<file path="config.mk">
export PLATFORM = sky130hd
export DESIGN_NAME = control_unit
export DESIGN_NICKNAME = d
export VERILOG_FILES = /design/src/rtl/cpu_ctrl_pkg.sv /design/src/rtl/control_decode.sv /design/src/rtl/control_unit.sv
export SDC_FILE = /design/constraint.sdc
export NUM_CORES = 1
export LEC_CHECK = 0
export CAP_MARGIN = 30
export CORE_AREA = 2 2 61 75
export DETAILED_ROUTE_END_ITERATION = 10
export DIE_AREA = 0 0 63 77
export PLACE_DENSITY = 0.83
export SYNTH_ARGS = -nofsm -noshare
export SYNTH_HDL_FRONTEND = slang
export SYNTH_SLANG_ARGS = --single-unit
</file>
<file path="constraint.sdc">
create_clock -name clk -period 2.5 [get_ports clk]
set_input_delay 0.25 -clock clk [delete_from_list [all_inputs] [get_ports clk]]
set_output_delay 0.25 -clock clk [all_outputs]
set_load 0.1 [all_outputs]
</file>
<file path="src/rtl/cpu_ctrl_pkg.sv">
// Shared opcode map, step encoding and control-word layout for the Mini SRC control unit.
// Pure declarations: no logic, no timing.
package cpu_ctrl_pkg;

  localparam logic [4:0] OP_LD   = 5'b00000;
  localparam logic [4:0] OP_LDI  = 5'b00001;
  localparam logic [4:0] OP_ST   = 5'b00010;
  localparam logic [4:0] OP_ADD  = 5'b00011;
  localparam logic [4:0] OP_SUB  = 5'b00100;
  localparam logic [4:0] OP_AND  = 5'b00101;
  localparam logic [4:0] OP_OR   = 5'b00110;
  localparam logic [4:0] OP_ROR  = 5'b00111;
  localparam logic [4:0] OP_ROL  = 5'b01000;
  localparam logic [4:0] OP_SHR  = 5'b01001;
  localparam logic [4:0] OP_SHRA = 5'b01010;
  localparam logic [4:0] OP_SHL  = 5'b01011;
  localparam logic [4:0] OP_ADDI = 5'b01100;
  localparam logic [4:0] OP_ANDI = 5'b01101;
  localparam logic [4:0] OP_ORI  = 5'b01110;
  localparam logic [4:0] OP_DIV  = 5'b01111;
  localparam logic [4:0] OP_MUL  = 5'b10000;
  localparam logic [4:0] OP_NEG  = 5'b10001;
  localparam logic [4:0] OP_NOT  = 5'b10010;
  localparam logic [4:0] OP_BR   = 5'b10011;
  localparam logic [4:0] OP_JR   = 5'b10100;
  localparam logic [4:0] OP_JAL  = 5'b10101;
  localparam logic [4:0] OP_IN   = 5'b10110;
  localparam logic [4:0] OP_OUT  = 5'b10111;
  localparam logic [4:0] OP_MFLO = 5'b11000;
  localparam logic [4:0] OP_MFHI = 5'b11001;
  localparam logic [4:0] OP_NOP  = 5'b11010;
  localparam logic [4:0] OP_HALT = 5'b11011;

  localparam logic [4:0] ALU_ADD = OP_ADD;

  typedef enum logic [3:0] {
    ST_RST, ST_T0, ST_T1, ST_T2, ST_T3,
    ST_T4, ST_T5, ST_T6, ST_T7, ST_T8, ST_T9,
    ST_HALT
  } step_t;

  typedef enum logic [3:0] {
    CL_ALU3, CL_ALUI, CL_ALU2, CL_MULDIV,
    CL_LDI, CL_LD, CL_ST, CL_BR,
    CL_JR, CL_JAL, CL_IN, CL_OUT,
    CL_MFHI, CL_MFLO, CL_NOP, CL_HALT
  } iclass_t;

  typedef struct packed {
    logic       pc_in, ir_in, y_in, z_in, hi_in, lo_in, mar_in, mdr_in, outport_in, inc_pc;
    logic       pc_out, zhigh_out, zlow_out, hi_out, lo_out, mdr_out, inport_out, c_out;
    logic       gra, grb, grc, rin, rout, baout;
    logic       read, write;
    logic [4:0] alu;
  } ctrl_t;

endpackage

</file>
<file path="src/rtl/control_decode.sv">
// Opcode to instruction class and execute-sequence length; purely combinational.
// A length of 0 means the decode step (T4) does nothing and the sequencer leaves immediately.
module control_decode
  import cpu_ctrl_pkg::*;
#(
  parameter int OPW = 5
) (
  input  logic [OPW-1:0] opcode,
  output iclass_t        iclass,
  output logic [2:0]     seq_len
);

  always_comb begin
    iclass  = CL_NOP;
    seq_len = 3'd0;
    case (opcode)
      OP_ADD, OP_SUB, OP_AND, OP_OR, OP_ROR, OP_ROL, OP_SHR, OP_SHRA, OP_SHL: begin
        iclass = CL_ALU3;   seq_len = 3'd3;
      end
      OP_ADDI, OP_ANDI, OP_ORI: begin
        iclass = CL_ALUI;   seq_len = 3'd3;
      end
      OP_NEG, OP_NOT: begin
        iclass = CL_ALU2;   seq_len = 3'd2;
      end
      OP_MUL, OP_DIV: begin
        iclass = CL_MULDIV; seq_len = 3'd4;
      end
      OP_LDI:  begin iclass = CL_LDI;  seq_len = 3'd3; end
      OP_LD:   begin iclass = CL_LD;   seq_len = 3'd6; end
      OP_ST:   begin iclass = CL_ST;   seq_len = 3'd5; end
      OP_BR:   begin iclass = CL_BR;   seq_len = 3'd4; end
      OP_JR:   begin iclass = CL_JR;   seq_len = 3'd1; end
      OP_JAL:  begin iclass = CL_JAL;  seq_len = 3'd2; end
      OP_IN:   begin iclass = CL_IN;   seq_len = 3'd1; end
      OP_OUT:  begin iclass = CL_OUT;  seq_len = 3'd1; end
      OP_MFHI: begin iclass = CL_MFHI; seq_len = 3'd1; end
      OP_MFLO: begin iclass = CL_MFLO; seq_len = 3'd1; end
      OP_HALT: begin iclass = CL_HALT; seq_len = 3'd0; end
      default: ;
    endcase
  end

endmodule

</file>
<file path="src/rtl/control_unit.sv">
// Hardwired Mini SRC sequencer: one control step per clk, fetch then per-class execute sequence.
// Controls are decoded from the step register; stop only gates the T0 step (pause before fetch).
module control_unit
  import cpu_ctrl_pkg::*;
#(
  parameter int OPW = 5
) (
  input  logic        clk,
  input  logic        clr,
  input  logic [31:0] IR_Data,
  input  logic        CON_out,
  input  logic        stop,
  output logic        run,
  output logic        PC_in, IR_in, Y_in, Z_in, HI_in, LO_in, MAR_in, MDR_in, OutPort_in, IncPC,
  output logic        PC_out, Zhigh_out, Zlow_out, HI_out, LO_out, MDR_out, InPort_out, C_out,
  output logic        Gra, Grb, Grc, Rin, Rout, BAout,
  output logic        Read, Write,
  output logic [4:0]  alu_instruction_bits
);

  step_t          state;
  iclass_t        iclass;
  logic [2:0]     seq_len;
  logic [3:0]     exec_idx;
  logic           last_step;
  logic [OPW-1:0] opcode;
  ctrl_t          c;

  assign opcode    = IR_Data[31 -: OPW];
  assign exec_idx  = state - ST_T4;
  assign last_step = ({1'b0, seq_len} <= (exec_idx + 4'd1));

  control_decode #(.OPW(OPW)) u_decode (
    .opcode  (opcode),
    .iclass  (iclass),
    .seq_len (seq_len)
  );

  always_ff @(posedge clk or posedge clr) begin
    if (clr) begin
      state <= ST_RST;
    end else begin
      case (state)
        ST_RST:  state <= ST_T0;
        ST_T0:   if (!stop) state <= ST_T1;
        ST_T1:   state <= ST_T2;
        ST_T2:   state <= ST_T3;
        ST_T3:   state <= ST_T4;
        ST_HALT: state <= ST_HALT;
        default: begin
          if (iclass == CL_HALT) state <= ST_HALT;
          else if (last_step)    state <= ST_T0;
          else                   state <= step_t'(state + 4'd1);
        end
      endcase
    end
  end

  always_comb begin
    c = '0;
    case (state)
      ST_T0: if (!stop) begin
        c.pc_out = 1'b1; c.mar_in = 1'b1; c.inc_pc = 1'b1; c.z_in = 1'b1;
      end
      ST_T1: begin c.zlow_out = 1'b1; c.pc_in = 1'b1; c.read = 1'b1; end
      ST_T2: begin c.read = 1'b1; c.mdr_in = 1'b1; end
      ST_T3: begin c.mdr_out = 1'b1; c.ir_in = 1'b1; end
      ST_T4, ST_T5, ST_T6, ST_T7, ST_T8, ST_T9: begin
        case (iclass)
          CL_ALU3, CL_ALUI: case (exec_idx)
            4'd0: begin c.grb = 1'b1; c.rout = 1'b1; c.y_in = 1'b1; end
            4'd1: begin
              if (iclass == CL_ALU3) begin c.grc = 1'b1; c.rout = 1'b1; end
              else                   c.c_out = 1'b1;
              c.z_in = 1'b1; c.alu = opcode;
            end
            4'd2: begin c.zlow_out = 1'b1; c.gra = 1'b1; c.rin = 1'b1; end
            default: ;
          endcase
          CL_ALU2: case (exec_idx)
            4'd0: begin c.grb = 1'b1; c.rout = 1'b1; c.z_in = 1'b1; c.alu = opcode; end
            4'd1: begin c.zlow_out = 1'b1; c.gra = 1'b1; c.rin = 1'b1; end
            default: ;
          endcase
          CL_MULDIV: case (exec_idx)
            4'd0: begin c.gra = 1'b1; c.rout = 1'b1; c.y_in = 1'b1; end
            4'd1: begin c.grb = 1'b1; c.rout = 1'b1; c.z_in = 1'b1; c.alu = opcode; end
            4'd2: begin c.zlow_out = 1'b1; c.lo_in = 1'b1; end
            4'd3: begin c.zhigh_out = 1'b1; c.hi_in = 1'b1; end
            default: ;
          endcase
          // ldi/ld/st share the base+offset address calculation in their first three steps
          CL_LDI, CL_LD, CL_ST: case (exec_idx)
            4'd0: begin c.grb = 1'b1; c.baout = 1'b1; c.y_in = 1'b1; end
            4'd1: begin c.c_out = 1'b1; c.z_in = 1'b1; c.alu = ALU_ADD; end
            4'd2: begin
              c.zlow_out = 1'b1;
              if (iclass == CL_LDI) begin c.gra = 1'b1; c.rin = 1'b1; end
              else                  c.mar_in = 1'b1;
            end
            4'd3: begin
              if (iclass == CL_LD) c.read = 1'b1;
              else begin c.gra = 1'b1; c.rout = 1'b1; c.mdr_in = 1'b1; end
            end
            4'd4: begin
              if (iclass == CL_LD) begin c.read = 1'b1; c.mdr_in = 1'b1; end
              else                 c.write = 1'b1;
            end
            4'd5: begin c.mdr_out = 1'b1; c.gra = 1'b1; c.rin = 1'b1; end
            default: ;
          endcase
          CL_BR: case (exec_idx)
            4'd0: begin c.gra = 1'b1; c.rout = 1'b1; end
            4'd1: begin c.pc_out = 1'b1; c.y_in = 1'b1; end
            4'd2: begin c.c_out = 1'b1; c.z_in = 1'b1; c.alu = ALU_ADD; end
            4'd3: if (CON_out) begin c.zlow_out = 1'b1; c.pc_in = 1'b1; end
            default: ;
          endcase
          CL_JR:  begin c.gra = 1'b1; c.rout = 1'b1; c.pc_in = 1'b1; end
          CL_JAL: case (exec_idx)
            4'd0: begin c.pc_out = 1'b1; c.grb = 1'b1; c.rin = 1'b1; end
            4'd1: begin c.gra = 1'b1; c.rout = 1'b1; c.pc_in = 1'b1; end
            default: ;
          endcase
          CL_IN:   begin c.inport_out = 1'b1; c.gra = 1'b1; c.rin = 1'b1; end
          CL_OUT:  begin c.gra = 1'b1; c.rout = 1'b1; c.outport_in = 1'b1; end
          CL_MFHI: begin c.hi_out = 1'b1; c.gra = 1'b1; c.rin = 1'b1; end
          CL_MFLO: begin c.lo_out = 1'b1; c.gra = 1'b1; c.rin = 1'b1; end
          default: ;
        endcase
      end
      default: ;
    endcase
  end

  assign run = (state != ST_RST) && (state != ST_HALT) && !((state == ST_T0) && stop);

  assign PC_in      = c.pc_in;
  assign IR_in      = c.ir_in;
  assign Y_in       = c.y_in;
  assign Z_in       = c.z_in;
  assign HI_in      = c.hi_in;
  assign LO_in      = c.lo_in;
  assign MAR_in     = c.mar_in;
  assign MDR_in     = c.mdr_in;
  assign OutPort_in = c.outport_in;
  assign IncPC      = c.inc_pc;
  assign PC_out     = c.pc_out;
  assign Zhigh_out  = c.zhigh_out;
  assign Zlow_out   = c.zlow_out;
  assign HI_out     = c.hi_out;
  assign LO_out     = c.lo_out;
  assign MDR_out    = c.mdr_out;
  assign InPort_out = c.inport_out;
  assign C_out      = c.c_out;
  assign Gra        = c.gra;
  assign Grb        = c.grb;
  assign Grc        = c.grc;
  assign Rin        = c.rin;
  assign Rout       = c.rout;
  assign BAout      = c.baout;
  assign Read       = c.read;
  assign Write      = c.write;
  assign alu_instruction_bits = c.alu;

endmodule
</file>
==> key figures, run 1 <==
Route
  • ANT nets after route: 0
  • Routed wire length: roughly 12000 µm
  • DRC Markers: 0
  • Via-to-Cell Ratio: 7.117
  • Number of DRC markers in iteration 0: 503
  • DR vias: 3160
  • Wirelength per Cell: around 28 µm
  • Drt first pass iters: 8

Power
  • Maximum vdd drop: 1089 µV
  • PwrDens: 852.3 nW/µm²
  • P_leak: 1.552 nW

Global route
  • Overflow after GRT: 0
  • Total track usage: 40.61%
  • Vias in the first global route: 2879
  • Global-route wire length before repair: 15460 µm
  • Number of antenna violations at the first check in global routing: 1
  • Largest net degree at the start of global routing: 17

Min path
  • Hold/Removal Path Class: primary input to asynchronous set/reset pin

Logic synthesis
  • Post-synth EDFFs: 0
  • Mapped cell area: around 1600 µm²
  • Yosys warns: 0
  • Net Count, Synth: 305
  • Yosys cell types: slightly below 60
  • Yosys top cell area share: 7.004%
  • Yosys reg bits: 4
  • Most common cell in the synthesized netlist: nor2_1
  • Register area share after synthesis: 6.226%
  • Async S/R FF share, synth: 100.0%
  • Mapped Cells: 260
  • Most used DFF post-synth: dfrtp_1
  • Top post-synthesis cells by area: ha_1 (7.0%), nor2_1 (6.8%), nand2_1 (6.5%)
  • Average size of a mapped cell: ~6 µm²
  • Top cells by count, synth: nor2_1 (29), nand2_1 (28), nand3_1 (20)
  • Largest area contributor in the netlist: ha_1

Critical path
  • WS Path Type: register to output port
  • WP data required: roughly 2.3 ns
  • R2R depth: 11
  • CP endpoint kind: output port
  • Crit path DAT: 2.92 ns
  • Worst reg-to-reg setup slack: -0.07 ns
  • Critical Path Start Type: register
  • CP Max Fanout: 6
  • Reg-to-reg startpoint: state[1]
  • R2R Path End: state[3]

Clock network
  • H-tree Lvls: 1
  • Clock slew at reported path FFs: approximately 0.03 ns
  • CTS tree: yes
  • Clock root cell: clkbuf_8
  • CTS buffer count: 3
  • Later-pin clock latency in the skew report: around 0.22 ns
  • Sink Count: 4
  • # hold bufs at CTS: 0
  • Max Root-Sink Buffers: 2

Layout
  • Share of cells above drive strength 1: 59.95%
  • Largest register FFs: 4
  • Most flops, register: state
  • Nets: 433
  • Fillcell total: 120
  • Top Registers: state: 4 flops
  • Syn-to-layout area delta: 138.7%
  • Util after Layout: 92.88%

Place
  • Port bufs: 40
  • Dpl hpwl: roughly 6300 µm
  • Place WS: -0.3453 ns
  • Gpl congestion: 1.066

STA
  • RSZ-0062 raised after global routing: true
  • Final Hold Viols: 0
  • Tcrit/Tclk final: 126.8%
  • Clock Skews: 0.001469 ns
  • Final hold slack: 0.2121 ns
  • Final max-slew violation count: 0
  • Max_slew headroom: 59.09%
  • Fmax: 315.4 MHz
  • Min setup slack post-route: -0.6703 ns
  • Setup violators final: 30
  • Tmin final: 3.170 ns
  • Slew @ Worst Pin: 0.6072 ns

Outcome
  • Outcome: finished with violations
  • Failing checks: setup timing

Floorplan
  • Top-level I/O count: approximately 70
  • Die footprint: between 4000 and 5000 µm²
  • Core Rows: 26
  • Die height: between 70 and 80 µm
  • Placeable Area: 4131 µm²
  • Starting Density: 38.92%
  • Width of the die: ~63 µm

Job
  • Count of maximum capacitance violations: 0
==> report_power, final <==
group | internal, mW | switching, mW
clock network | 0.109 | 0.0373
registers | 0.0901 | 0.0326
logic | 1.15 | 1.85
==> worst max path at each step <==
stage	slack (ns)	cells after the start	to	from
6_report	-0.67	14	MDR_in	state[1]
2_1_floorplan	-0.67	11	Rout	state[0]
3_5_place_dp	-0.35	9	Gra	IR_Data[31]
5_1_grt	-0.71	14	MDR_in	state[1]
3_3_place_gp	-0.25	10	Gra	IR_Data[27]
4_1_cts	-0.36	9	Rout	state[0]
==> worst max-delay path, stage by stage (launching register included) <==
cell and delay [ns]:
dfrtp_2 0.41, inv_2 0.09, ha_4 0.15, buf_4 0.11
buf_8 0.11, buf_6 0.10, buf_6 0.09, nand2_4 0.06
o31ai_4 0.38, a21o_1 0.34, buf_6 0.17, nand2_4 0.06
o21a_1 0.26, o21ai_4 0.18, buf_12 0.19
==> metrics by stage <==
stage / TNS [ns] / cell area (µm²) / power [mW] / std cells
after global routing: -11.51 / 3837 / 3.344 / 444
final: -10.20 / 3837 / 3.271 / 444
after global placement: -1.530 / 3238 / 2.358 / 413
after floorplan: -5.956 / 1961 / 1.611 / 260
after CTS: -3.582 / 3432 / 2.717 / 424
after detailed placement: -2.548 / 3238 / 2.426 / 413
==> what timing repair did <==
item,4_1_cts,5_1_grt
setup endpoints to repair,27,30
cloned,0,0
pin swaps,10,25
setup buffers,8,19
resized for setup,23,61
==> final cells by class <==
class / count / area (µm²) / area share [%]
Multi-Input combinational cell: 221 / 1977 / 51.52
Inverter: 11 / 43.79 / 1.141
Clock buffer: 4 / 45.04 / 1.174
Antenna cell: 1 / 2.502 / 0.06521
Tap cell: 56 / 70.07 / 1.826
Sequential cell: 4 / 101.3 / 2.641
Timing Repair Buffer: 147 / 1598 / 41.64
==> cell families after synthesis <==
group | count (synthesis) | synth area share, %
adders and majority gates | 9 | 7.004
buffers and inverters | 35 | 9.572
xor gates and xnor gates | 3 | 1.635
muxes | 1 | 0.7003
and+or+nand+nor | 125 | 39.46
AOI/OAI and AO/OA | 83 | 35.41
DFF | 4 | 6.226
==> cell usage in the layout, fill, tap and decap left out, types with 6 or more instances in the layout <==
cell type / synthesis / routed
buf_4: 2 / 91
buf_12: 0 / 32
nand2_1: 28 / 20
nor2_1: 29 / 18
o21ai_0: 16 / 15
buf_6: 2 / 14
nand3_1: 20 / 12
a21oi_4: 1 / 10
a21oi_1: 19 / 8
inv_1: 10 / 7
nor2_4: 0 / 6
nand3_2: 0 / 6
nor3_4: 0 / 6
nor2_2: 1 / 6
==> layer usage <==
| metal | vias up | routed length [µm] | global-route usage, % |
|---|---|---|---|
| met5 | - | 0 | 0 |
| met4 | 0 | 1551 | 30.44 |
| met3 | 175 | 1647 | 9.238 |
| met2 | 378 | 5390 | 65.74 |
| met1 | 1410 | 3755 | 45.89 |
| li1 | 1197 | - | - |
No activity file was read; power rests on OpenSTA's default activity.
==> inputs of run 2 (changes only) <==
--- a/config.mk
+++ b/config.mk
@@ -10,6 +10,7 @@
 export DETAILED_ROUTE_END_ITERATION = 10
 export DIE_AREA = 0 0 63 77
 export PLACE_DENSITY = 0.83
+export RECOVER_POWER = 25
 export SYNTH_ARGS = -nofsm -noshare
 export SYNTH_HDL_FRONTEND = slang
 export SYNTH_SLANG_ARGS = --single-unit
==> run 2 against run 1 <==
  * The flow still finishes with violations (setup timing)
  * Combinational power barely moved
  * Via count did not move
  * Clock-buffer cell count stayed put
  * Final area stayed put
  * Critical path type unchanged
  * Flip-flop and latch count did not move
  * Die area did not move
  * Global-route usage unchanged
  * Final cell count stayed put
==> key figures, run 2 (synthesized netlist as in run 1, its figures left out) <==
Outcome
  • Outcome: finished with violations
  • Failing checks: setup timing

Power
  • P_leak: between 1.5 and 2 nW
  • Maximum vdd drop: 1089 µV
  • PwrDens: around 850 nW/µm²
  • Final Power: 3.270 mW

Global route
  • Total track usage: 40.61%
  • Routing usage on met2: 65.74%
  • Met3 Track Usage GR: around 9.2%
  • Number of antenna violations at the first check in global routing: 1
  • GR peak layer: met2
  • Global-route wire length before repair: 15460 µm
  • Overflow after GRT: 0
  • Met1 usage: 45.89%
  • Largest net degree at the start of global routing: 17
  • Vias in the first global route: 2879

Route
  • Via-to-Cell Ratio: 7.117
  • ANT nets after route: 0
  • Routed wire length: 12340 µm
  • Wirelength per Cell: 27.80 µm
  • Drt first pass iters: 8
  • DRC Markers: 0
  • DR vias: between 3000 and 4000
  • Number of DRC markers in iteration 0: 503

Clock network
  • Sink Count: 4
  • CTS buffer count: 3
  • Clock root cell: clkbuf_8
  • CTS tree: yes
  • Clock slew at reported path FFs: 0.03 ns
  • # hold bufs at CTS: 0
  • Later-pin clock latency in the skew report: 0.22 ns
  • H-tree Lvls: 1
  • Max Root-Sink Buffers: 2

STA
  • Setup violators final: 30
  • Min setup slack post-route: -0.6703 ns
  • Slew @ Worst Pin: 0.6072 ns
  • Fmax: 315.4 MHz
  • RSZ-0062 raised after global routing: true
  • Tmin final: 3.170 ns
  • Setup TNS: -10.20 ns
  • Tcrit/Tclk final: 126.8%
  • Max_slew headroom: 59.09%
  • Final Hold Viols: 0
  • Final hold slack: 0.3497 ns
  • Clock Skews: 0.001469 ns
  • Final max-slew violation count: 0

Min path
  • Hold/Removal Path Class: primary input to asynchronous set/reset pin

Layout
  • Commonest non-fill, non-tap cell in the layout: buf_4
  • Most flops, register: state
  • Syn-to-layout area delta: 138.7%
  • Non-Filler Instances: 444
  • Util after Layout: 92.88%
  • Most frequent cells in the layout: buf_4 (91), buf_12 (32), nand2_1 (20)
  • Top Registers: state: 4 flops
  • Fillcell total: 120
  • Nets: ~430
  • Fin area: 3837 µm²
  • Share of cells above drive strength 1: around three fifths
  • Largest register FFs: 4

Job
  • Count of maximum capacitance violations: 0

Critical path
  • WP data required: 2.25 ns
  • WS Path Type: register to output port
  • Critical Path Start Type: register
  • Crit path DAT: about 2.9 ns
  • CP endpoint kind: output port
  • CP Max Fanout: 6

Place
  • Place WS: -0.3453 ns
  • Dpl hpwl: 6288 µm
  • Gpl congestion: 1.066
  • Placed insts: 413
  • Post-placement cell area: 3238 µm²
  • Port bufs: 40

Floorplan
  • Core Rows: 26
  • Die footprint: 4851 µm²
  • Die height: 77 µm
  • Top-level I/O count: 68
  • Starting Density: 38.92%
  • Placeable Area: 4131 µm²
  • Width of the die: between 60 and 70 µm
run 2: cell types whose count changed in the layout (fill, tap and decap cells not counted):
cell	before	now
dlygate4sd3_1	0	1
clkdlybuf4s50_1	4	3
run 2: layer usage:
metal / up-vias / part of all wire, %
li1: 1197 / -
met1: 1410 / 30
met2: 378 / 44
met3: 175 / 13
met4: 0 / 13
met5: - / 0
run 2: area by class of cell:
class	instances	area [µm²]	share of cell area [%]
repair buffers	147	1598	41.64
well taps	56	70.07	1.826
diodes	1	2.502	0.06521
flip-flops and latches	4	101.3	2.641
clock buffers	4	45.04	1.174
multi-input cells	221	1977	51.52
inverters	11	43.79	1.141
run 2: worst paths after layout:
path	from	endpoint	slack, ns	cells past startpoint
worst max-delay path	state[1]	MDR_in	-0.67	14
worst min-delay path	clr	state[0]	0.35	2
worst max register to register	state[1]	state[3]	-0.07	11
worst min register to register	state[0]	state[1]	0.80	3
max in group asynchronous	clr	state[1]	1.99	2
min in group clk	state[0]	state[1]	0.80	3
run 2: report_power, final:
group | internal, mW | leakage, nW | switching [mW]
Clock | 0.109 | 0.0228 | 0.0373
Combinational | 1.15 | 1.48 | 1.85
Sequential | 0.0901 | 0.0489 | 0.0326
Total | 1.35 | 1.55 | 1.92
run 2: critical path, cell delays in order (launching register included):
cell,delay (ns)
dfrtp_2,0.41
inv_2,0.09
ha_4,0.15
buf_4,0.11
buf_8,0.11
buf_6,0.10
buf_6,0.09
nand2_4,0.06
o31ai_4,0.38
a21o_1,0.34
buf_6,0.17
nand2_4,0.06
o21a_1,0.26
o21ai_4,0.18
buf_12,0.19
run 2: what timing repair did:
item | CTS | global route
buffers inserted | 8 | 19
endpoints found under the setup margin | 27 | 30
resized for setup | 23 | 61
pin swaps | 10 | 25
